==> config.mk <==
export PLATFORM = sky130hd
export DESIGN_NAME = sprite_draw_scheduler
export DESIGN_NICKNAME = d
export VERILOG_FILES = /design/src/rtl/sprite_draw_scheduler.sv
export SDC_FILE = /design/constraint.sdc
export NUM_CORES = 1
export LEC_CHECK = 0
export CAP_MARGIN = 10
export CORE_MARGIN = 2
export CORE_UTILIZATION = 35
export DETAILED_ROUTE_END_ITERATION = 6
export PLACE_DENSITY = 0.69
export SETUP_SLACK_MARGIN = 0.1
export SLEW_MARGIN = 10
export SYNTH_ARGS = -nofsm -noshare
export SYNTH_HDL_FRONTEND = slang
export SYNTH_SLANG_ARGS = --single-unit
==> constraint.sdc <==
create_clock -name clk -period 2.73 [get_ports clk]
set_input_delay 0.273 -clock clk [delete_from_list [all_inputs] [get_ports clk]]
set_output_delay 0.273 -clock clk [all_outputs]
set_load 0.05 [all_outputs]
==> src/rtl/sprite_draw_scheduler.sv <==
// sprite_draw_scheduler
//   Time-shares one VGA adapter plot port between N_SPR sprite engines.
//   Each frame_tick starts a round. The sprites enabled in the mask latched at
//   that tick are granted one at a time, in ascending index order. A grant is a
//   one-cycle spr_en pulse. The scheduler then waits for that sprite's spr_done,
//   or for the watchdog to expire, and moves on.
//   While a sprite is being waited on, its x/y/colour/plot are steered onto vga_*.
//
// Ports
//   clk, reset                   clock, asynchronous active-high reset
//   frame_tick                   one-cycle round start pulse
//   spr_mask[N_SPR]              sprites taking part, sampled on an accepted tick
//   spr_done[N_SPR]              per-sprite finish pulse
//   spr_plot/spr_x/spr_y/spr_colour  packed per-sprite plot requests
//   clear_err                    clears the sticky error flags
//   spr_en[N_SPR]                one-hot grant pulse
//   vga_x/vga_y/vga_colour/vga_plot  muxed plot port (zero outside WAIT)
//   busy, round_done, active_idx round status
//   timeout_err, timeout_idx     sticky watchdog flag and last offending sprite
//   overrun_err                  sticky: tick arrived while a round was running
module sprite_draw_scheduler #(
    parameter int N_SPR   = 4,
    parameter int TIMEOUT = 200000,
    parameter int TMR_W   = 18
) (
    input  logic                 clk,
    input  logic                 reset,
    input  logic                 frame_tick,
    input  logic [N_SPR-1:0]     spr_mask,
    input  logic [N_SPR-1:0]     spr_done,
    input  logic [N_SPR-1:0]     spr_plot,
    input  logic [8*N_SPR-1:0]   spr_x,
    input  logic [7*N_SPR-1:0]   spr_y,
    input  logic [3*N_SPR-1:0]   spr_colour,
    input  logic                 clear_err,
    output logic [N_SPR-1:0]     spr_en,
    output logic [7:0]           vga_x,
    output logic [6:0]           vga_y,
    output logic [2:0]           vga_colour,
    output logic                 vga_plot,
    output logic                 busy,
    output logic                 round_done,
    output logic [2:0]           active_idx,
    output logic                 timeout_err,
    output logic [2:0]           timeout_idx,
    output logic                 overrun_err
);

    typedef enum logic [2:0] {S_IDLE, S_GRANT, S_WAIT, S_NEXT, S_RDONE} state_t;

    localparam logic [TMR_W-1:0] TMR_LAST = TMR_W'(TIMEOUT - 1);

    state_t             state;
    logic [N_SPR-1:0]   mask_q;
    logic [2:0]         idx;
    logic [TMR_W-1:0]   timer;

    // Lowest set bit of m at or above position lo; MSB of result is "found".
    function automatic logic [3:0] find_set(input logic [N_SPR-1:0] m, input int lo);
        logic [3:0] r;
        r = '0;
        for (int i = N_SPR - 1; i >= 0; i--) begin
            if (i >= lo && m[i]) r = {1'b1, 3'(i)};
        end
        return r;
    endfunction

    function automatic logic [N_SPR-1:0] onehot(input logic [2:0] b);
        logic [N_SPR-1:0] r;
        r = '0;
        for (int i = 0; i < N_SPR; i++) begin
            if (b == 3'(i)) r[i] = 1'b1;
        end
        return r;
    endfunction

    logic [3:0] first_hit;
    logic [3:0] next_hit;

    assign first_hit = find_set(spr_mask, 0);
    assign next_hit  = find_set(mask_q, int'(idx) + 1);

    // Signals of the currently selected sprite.
    logic       sel_done;
    logic       sel_plot;
    logic [7:0] sel_x;
    logic [6:0] sel_y;
    logic [2:0] sel_colour;

    always_comb begin
        sel_done   = 1'b0;
        sel_plot   = 1'b0;
        sel_x      = '0;
        sel_y      = '0;
        sel_colour = '0;
        for (int i = 0; i < N_SPR; i++) begin
            if (idx == 3'(i)) begin
                sel_done   = spr_done[i];
                sel_plot   = spr_plot[i];
                sel_x      = spr_x[8*i +: 8];
                sel_y      = spr_y[7*i +: 7];
                sel_colour = spr_colour[3*i +: 3];
            end
        end
    end

    // The plot port is only driven while waiting on a sprite, so a sprite's
    // requests never leak into GRANT/NEXT cycles or into another sprite's slot.
    assign vga_plot   = (state == S_WAIT) ? sel_plot   : 1'b0;
    assign vga_x      = (state == S_WAIT) ? sel_x      : '0;
    assign vga_y      = (state == S_WAIT) ? sel_y      : '0;
    assign vga_colour = (state == S_WAIT) ? sel_colour : '0;

    assign active_idx = idx;

    always_ff @(posedge clk or posedge reset) begin
        if (reset) begin
            state       <= S_IDLE;
            mask_q      <= '0;
            idx         <= '0;
            timer       <= '0;
            spr_en      <= '0;
            busy        <= 1'b0;
            round_done  <= 1'b0;
            timeout_err <= 1'b0;
            timeout_idx <= '0;
            overrun_err <= 1'b0;
        end else begin
            spr_en     <= '0;
            round_done <= 1'b0;

            // Clear first so that an error raised in the same cycle wins.
            if (clear_err) begin
                timeout_err <= 1'b0;
                timeout_idx <= '0;
                overrun_err <= 1'b0;
            end
            if (frame_tick && state != S_IDLE) overrun_err <= 1'b1;

            case (state)
                S_IDLE: begin
                    if (frame_tick) begin
                        mask_q <= spr_mask;
                        busy   <= 1'b1;
                        if (first_hit[3]) begin
                            idx    <= first_hit[2:0];
                            spr_en <= onehot(first_hit[2:0]);
                            state  <= S_GRANT;
                        end else begin
                            round_done <= 1'b1;
                            state      <= S_RDONE;
                        end
                    end
                end
                S_GRANT: begin
                    timer <= '0;
                    state <= S_WAIT;
                end
                S_WAIT: begin
                    // Done is tested first so it beats a coinciding timeout.
                    if (sel_done) begin
                        state <= S_NEXT;
                    end else if (timer == TMR_LAST) begin
                        timeout_err <= 1'b1;
                        timeout_idx <= idx;
                        state       <= S_NEXT;
                    end else begin
                        timer <= timer + 1'b1;
                    end
                end
                S_NEXT: begin
                    if (next_hit[3]) begin
                        idx    <= next_hit[2:0];
                        spr_en <= onehot(next_hit[2:0]);
                        state  <= S_GRANT;
                    end else begin
                        round_done <= 1'b1;
                        state      <= S_RDONE;
                    end
                end
                S_RDONE: begin
                    busy  <= 1'b0;
                    state <= S_IDLE;
                end
                default: begin
                    busy  <= 1'b0;
                    state <= S_IDLE;
                end
            endcase
        end
    end

endmodule
[Word level (Yosys, flattened, before mapping)]
Cells that the tools add are included.
Operators by class
  add/sub/neg operators: 2
  $lt $le $gt $ge: 4
  equal/unequal tests: 19
  muxes and demuxes: 73
  bitwise logic cells: 1
  reductions and logical operators: 19
Operators by type and width (number)
  $mux W3: 17
  $mux W4: 11
  $mux W8: 5
  $mux W18: 2
  $pmux W18 S2: 1
  $mux W7: 5
  $mux W1: 27
  $eq A3 B2 Y1 const B: 8
  $add A18 B1 Y18 const B: 1
  $eq A18 B18 Y1 const B: 1
  $eq A3 B1 Y1 const B: 4
  $logic_not A3 Y1: 4
  $pmux W3 S4: 1
  $ne A2 B2 Y1 const B: 5
  $ge A1 B4 Y1 const A: 2
  $ge A2 B4 Y1 const A: 2
  $pmux W4 S2: 1
  $pmux W3 S2: 1
  $reduce_and A2 Y1: 3
  $reduce_bool A2 Y1: 3
  $logic_and A1 B1 Y1: 5
  $add A3 B1 Y4 const B: 1
  $pmux W1 S2: 2
  $reduce_and A4 Y1: 1
  5 further kinds: 5
Word-level totals
  register bits: 39
  input port bits: 88
  output and inout bits: 33
  logic and storage cells: 128

[Logic depth before layout (Yosys ltp)]
  word-level depth: 11
  mapped depth: 8
  mapped depth without buffers: 6

[Worst setup path after synthesis]
No wires, ideal clock.
  path type: flip-flop to output port
  start: register idx[0], in the netlist active_idx[0]
  end: output vga_colour[0]
  arrival time: 2359 ps
  required time: 2457 ps
  slack: 98 ps
  stages on the path, launching flop included: 5
  path buffers: 2
  cell sequence: dfrtp_1 > buf_2 > buf_1 > mux4_2 > nor2b_1
Between the ends
  cells in the longest elaborated chain, start to end: 6
  elaborated cells between the ends (all ways): 9
  those cells by class: eq/ne: 3; mux: 5; reduce/logical: 1
Ends and longest elaborated chain
  start, declared: RTL line 55  | logic [2:0] idx;
  start signal, assigned: RTL line 146  | idx <= first_hit[2:0];
  start signal, assigned: RTL line 173  | idx <= next_hit[2:0];
  $logic_not A3 Y1: RTL line 97  | if (idx == 3'(i)) begin
  $mux W3 (3 in a row): RTL line 97
  $mux W3 (*): RTL line 97
  $mux W3 (*): RTL line 112  | assign vga_colour = (state == S_WAIT) ? sel_colour : '0;
  end, declared: RTL line 39  | output logic [2:0] vga_colour,
Every way passes the cells marked *; elsewhere a longest branch is shown, timed or not.

[Worst setup path in the final report]
  start: register idx[0], in the netlist active_idx[0]
  end: output vga_x[6]
Between the ends
  cells in the longest elaborated chain, start to end: 6
  elaborated cells between the ends (all ways): 9
  those cells by class: eq/ne: 3; mux: 5; reduce/logical: 1
Ends and longest elaborated chain
  $logic_not A3 Y1: RTL line 97
  $mux W8 (3 in a row): RTL line 97
  $mux W8 (*): RTL line 97
  $mux W8 (*): RTL line 110  | assign vga_x = (state == S_WAIT) ? sel_x : '0;
  end, declared: RTL line 37  | output logic [7:0] vga_x,
Marked as above.

==> impl_metrics.toml <==
[setup_path]
start_kind = "register"
worst_path_most_repeated_cell = "buf_4"
cpPeakStageDelay_ns = 0.57
crit_slowest_cell = "mux4_2"
path_buf_inv = 2
timing.rr.start = "state[2]"
cp_top_family = "buffers and inverters"
ff2ff_setup_slack_ns = 0.56
endpoint_kind = "output pin"
cp_data_required_time_ns = 2.46
reg2reg_depth = 4
cp_max_fo = 25
cp_num_cells = 4
timing_worst_setup_path_type = "register to output pin"
crit_chain = "buf_4, mux4_2, nor2b_1, buf_4"
rr_endpoint = "timer[3]"
cp.arrival_ns = 2.04

[cts]
h-tree-depth = 2
clockBufferDepth = 2
cts_resized = 0
cts_made_buffers = 5
cts_setup_buffers = 0
cts_root_buffer = "clkbuf_8"
hold_buffers = 0
clock_latency_ns = 0.29
cts.sinks = 37
clk_pin_slew_worst_paths_ns = 0.08
tritoncts = "built"

[placed_design]
routabilityCongestion = 0.842
pre_cts_slack_ns = 0.352
place_inst = 455
port_buffers = 119
hpwl_microns = 5510
placed_cell_area_sq_um = 3780

[die]
rows = 31
core_sq_um = 7140
ios = 121
start_util_pct = 35.5
die_width_microns = 89.1
die_h_microns = 89.1
fp.dieArea_sq_um = 7940

[cells_and_area]
drive_gt1_share_pct = 20.9
stdcell_count = 463
design_area_sq_um = 3910
fillers = 630
final_nets = 452
num_antenna_cells = 0
regArea_sq_um = 926
syn2layout_area_growth_pct = 54.0
multiInputGateArea_sq_um = 1500

[timing]
finalCritPeriodShare_pct = 84.6
slew_headroom_pct = 50.8
slew_violations = 0
fmax_mhz = 433
period_minus_slack_ns = 2.31
worst_slack_ns = 0.419
grt_setup_unrepaired = "false"
worst_pin_slew_ns = 0.733
tns_ns = 0
finalSetupViolCount = 0
hold_violations = 0
finClkSkew_ns = 0.00950

[yosys]
synth.yosys.warnings = 0
synth_area_per_cell_sq_um = 10.3
synth-seq-cells = 37
ys.flop_type = "dfrtp_1"
netlist_area_sq_um = 2540
synth_nets = 335
ys_async_sr_fraction_pct = 100
yosysUniqueCellTypes = 53
seq_area_frac_synth_pct = 36.5
synthCells = 246
synth_edf_count = 0

[detailed_routing]
drt_iter0_drc = 139
drtPass1Iterations = 4
vias = 2390
drc_errors = 0
viasPerCell = 5.16
final_antenna_net_count = 0
wl_per_cell_microns = 15.2
drt_wl_total_microns = 7040

[status]
status = "complete, no violations"

[power]
powerDensity_nw_per_um2 = 875
vdd_drop_max_mv = 0.589
p_switching_mw = 1.55
seqPwrFrac_pct = 22.1
p_int_mw = 1.87
p_sw_share_pct = 45.4
combPwrFrac_pct = 63.5
p_leak_nw = 1.54
power_frac_clock_pct = 14.4

[grt]
antenna_found_initial = 0
grt_pass1_wl_microns = 11300
grt_overflow = 0
first_global_vias = 2377
track_usage_pct = 18.3
grt_start_max_net_pins = 38

[worst_hold_path]
hold_path.class = "primary input to async pin"

[flow_run]
cap_violations = 0
## power groups by stage
stage / logic (mW) / clock network (mW) / registers (mW)
global route: 2.32 / 0.538 / 0.775
finish: 2.17 / 0.493 / 0.754
global placement: 2.17 / 0 / 0.761
CTS: 2.19 / 0.509 / 0.754
floorplan: 1.49 / 0 / 0.884
detailed placement: 2.18 / 0 / 0.763
## routing by layer
layer | vias to the layer above | wire length [microns] | track usage, %
met5 | - | 0 | 0
met4 | 0 | 30 | 4.07
met3 | 2 | 543 | 4.99
met2 | 97 | 3700 | 32.0
met1 | 1148 | 2770 | 22.7
li1 | 1143 | - | -
## area by class of cell
type                            instances  share of cell area [%]
Timing Repair Buffer                  126                    30.6
Sequential cell                        37                    23.7
Multi-Input combinational cell        183                    38.5
Clock buffer                            6                    2.11
Clock inverter                          2                   0.961
Inverter                               10                   0.961
Tap cell                               99                    3.17
## synthesized netlist by cell type (all sizes together) (2+ instances only)
| master | count | share of area, % |
|---|---|---|
| xnor2 | 10 | 3.5 |
| or2 | 3 | 0.74 |
| a21oi | 7 | 1.4 |
| nor3b | 4 | 1.2 |
| and4 | 2 | 0.69 |
| buf | 7 | 2.0 |
| nor2b | 20 | 4.9 |
| o21a | 2 | 0.59 |
| nor4 | 5 | 1.5 |
| nor3 | 12 | 2.8 |
| nand2 | 14 | 2.1 |
| o32ai | 3 | 1.0 |
| o22ai | 2 | 0.49 |
| dfrtp | 37 | 37 |
| clkbuf | 9 | 1.4 |
| or4 | 4 | 1.2 |
| nand2b | 3 | 0.74 |
| mux2 | 5 | 2.4 |
| inv | 10 | 1.5 |
| nor2 | 22 | 3.3 |
| nand3 | 10 | 2.0 |
| o21ai | 4 | 0.79 |
| or3b | 2 | 0.69 |
| o31ai | 5 | 1.5 |
| mux4 | 20 | 18 |
| nand4 | 5 | 1.2 |
## through the flow
stage	hold slack [ns]	util (%)	power [mW]
floorplan	0.343	-	2.37
global placement	0.476	53.0	2.94
detailed placement	0.477	53.0	2.95
CTS	0.410	54.7	3.46
global route	0.471	54.7	3.63
finish	0.397	54.7	3.42
## worst max-delay path by stage
stage                              from        to  slack (ns)
final                     active_idx[0]  vga_x[6]        0.42
after global routing      active_idx[0]  vga_x[6]        0.27
after detailed placement    spr_done[3]  timer[4]        0.35
after CTS                 active_idx[0]  vga_x[6]        0.36
after global placement      spr_done[3]  timer[6]        0.36
after floorplan           active_idx[1]  vga_plot        0.25
## cells in the final DEF (no fill, tap or decap), drive strengths merged, types with 12 or more instances in the layout
cell type and instances:
nor2b 20, mux4 20, buf 27, nor3 12
clkdlybuf4s50 99, nand2 14, nor2 22, dfrtp 37
## flip-flops by register name, summed over array words and instances, names as in the netlist
name	cells
mask_q	3
spr_en	4
busy	1
state	3
timer	18
timeout_idx	3
active_idx	2
overrun_err	1
timeout_err	1
round_done	1
## worst reg2reg max path, stage by stage (launching register included)
cell,delay [ns]
dfrtp_1,0.46
or3b_2,0.55
mux2_4,0.39
or4_1,0.55
a21oi_1,0.15
## kinds of logic (layout without fill, tap and decap cells)
logic type               after synthesis  in the layout  synth area share (%)
AND/OR/NAND/NOR                      113            113                  25.2
flip-flops                            37             37                  36.5
AO/OA/AOI/OAI                         31             31                  8.44
multiplexers                          26             26                  20.5
buffers and inverters                 26            144                  4.88
XOR/XNOR                              11             11                  3.80
adder cells (fa/ha/maj)                1              1                 0.493
other                                  1              1                 0.148
Power figures use the tool's default switching activity.
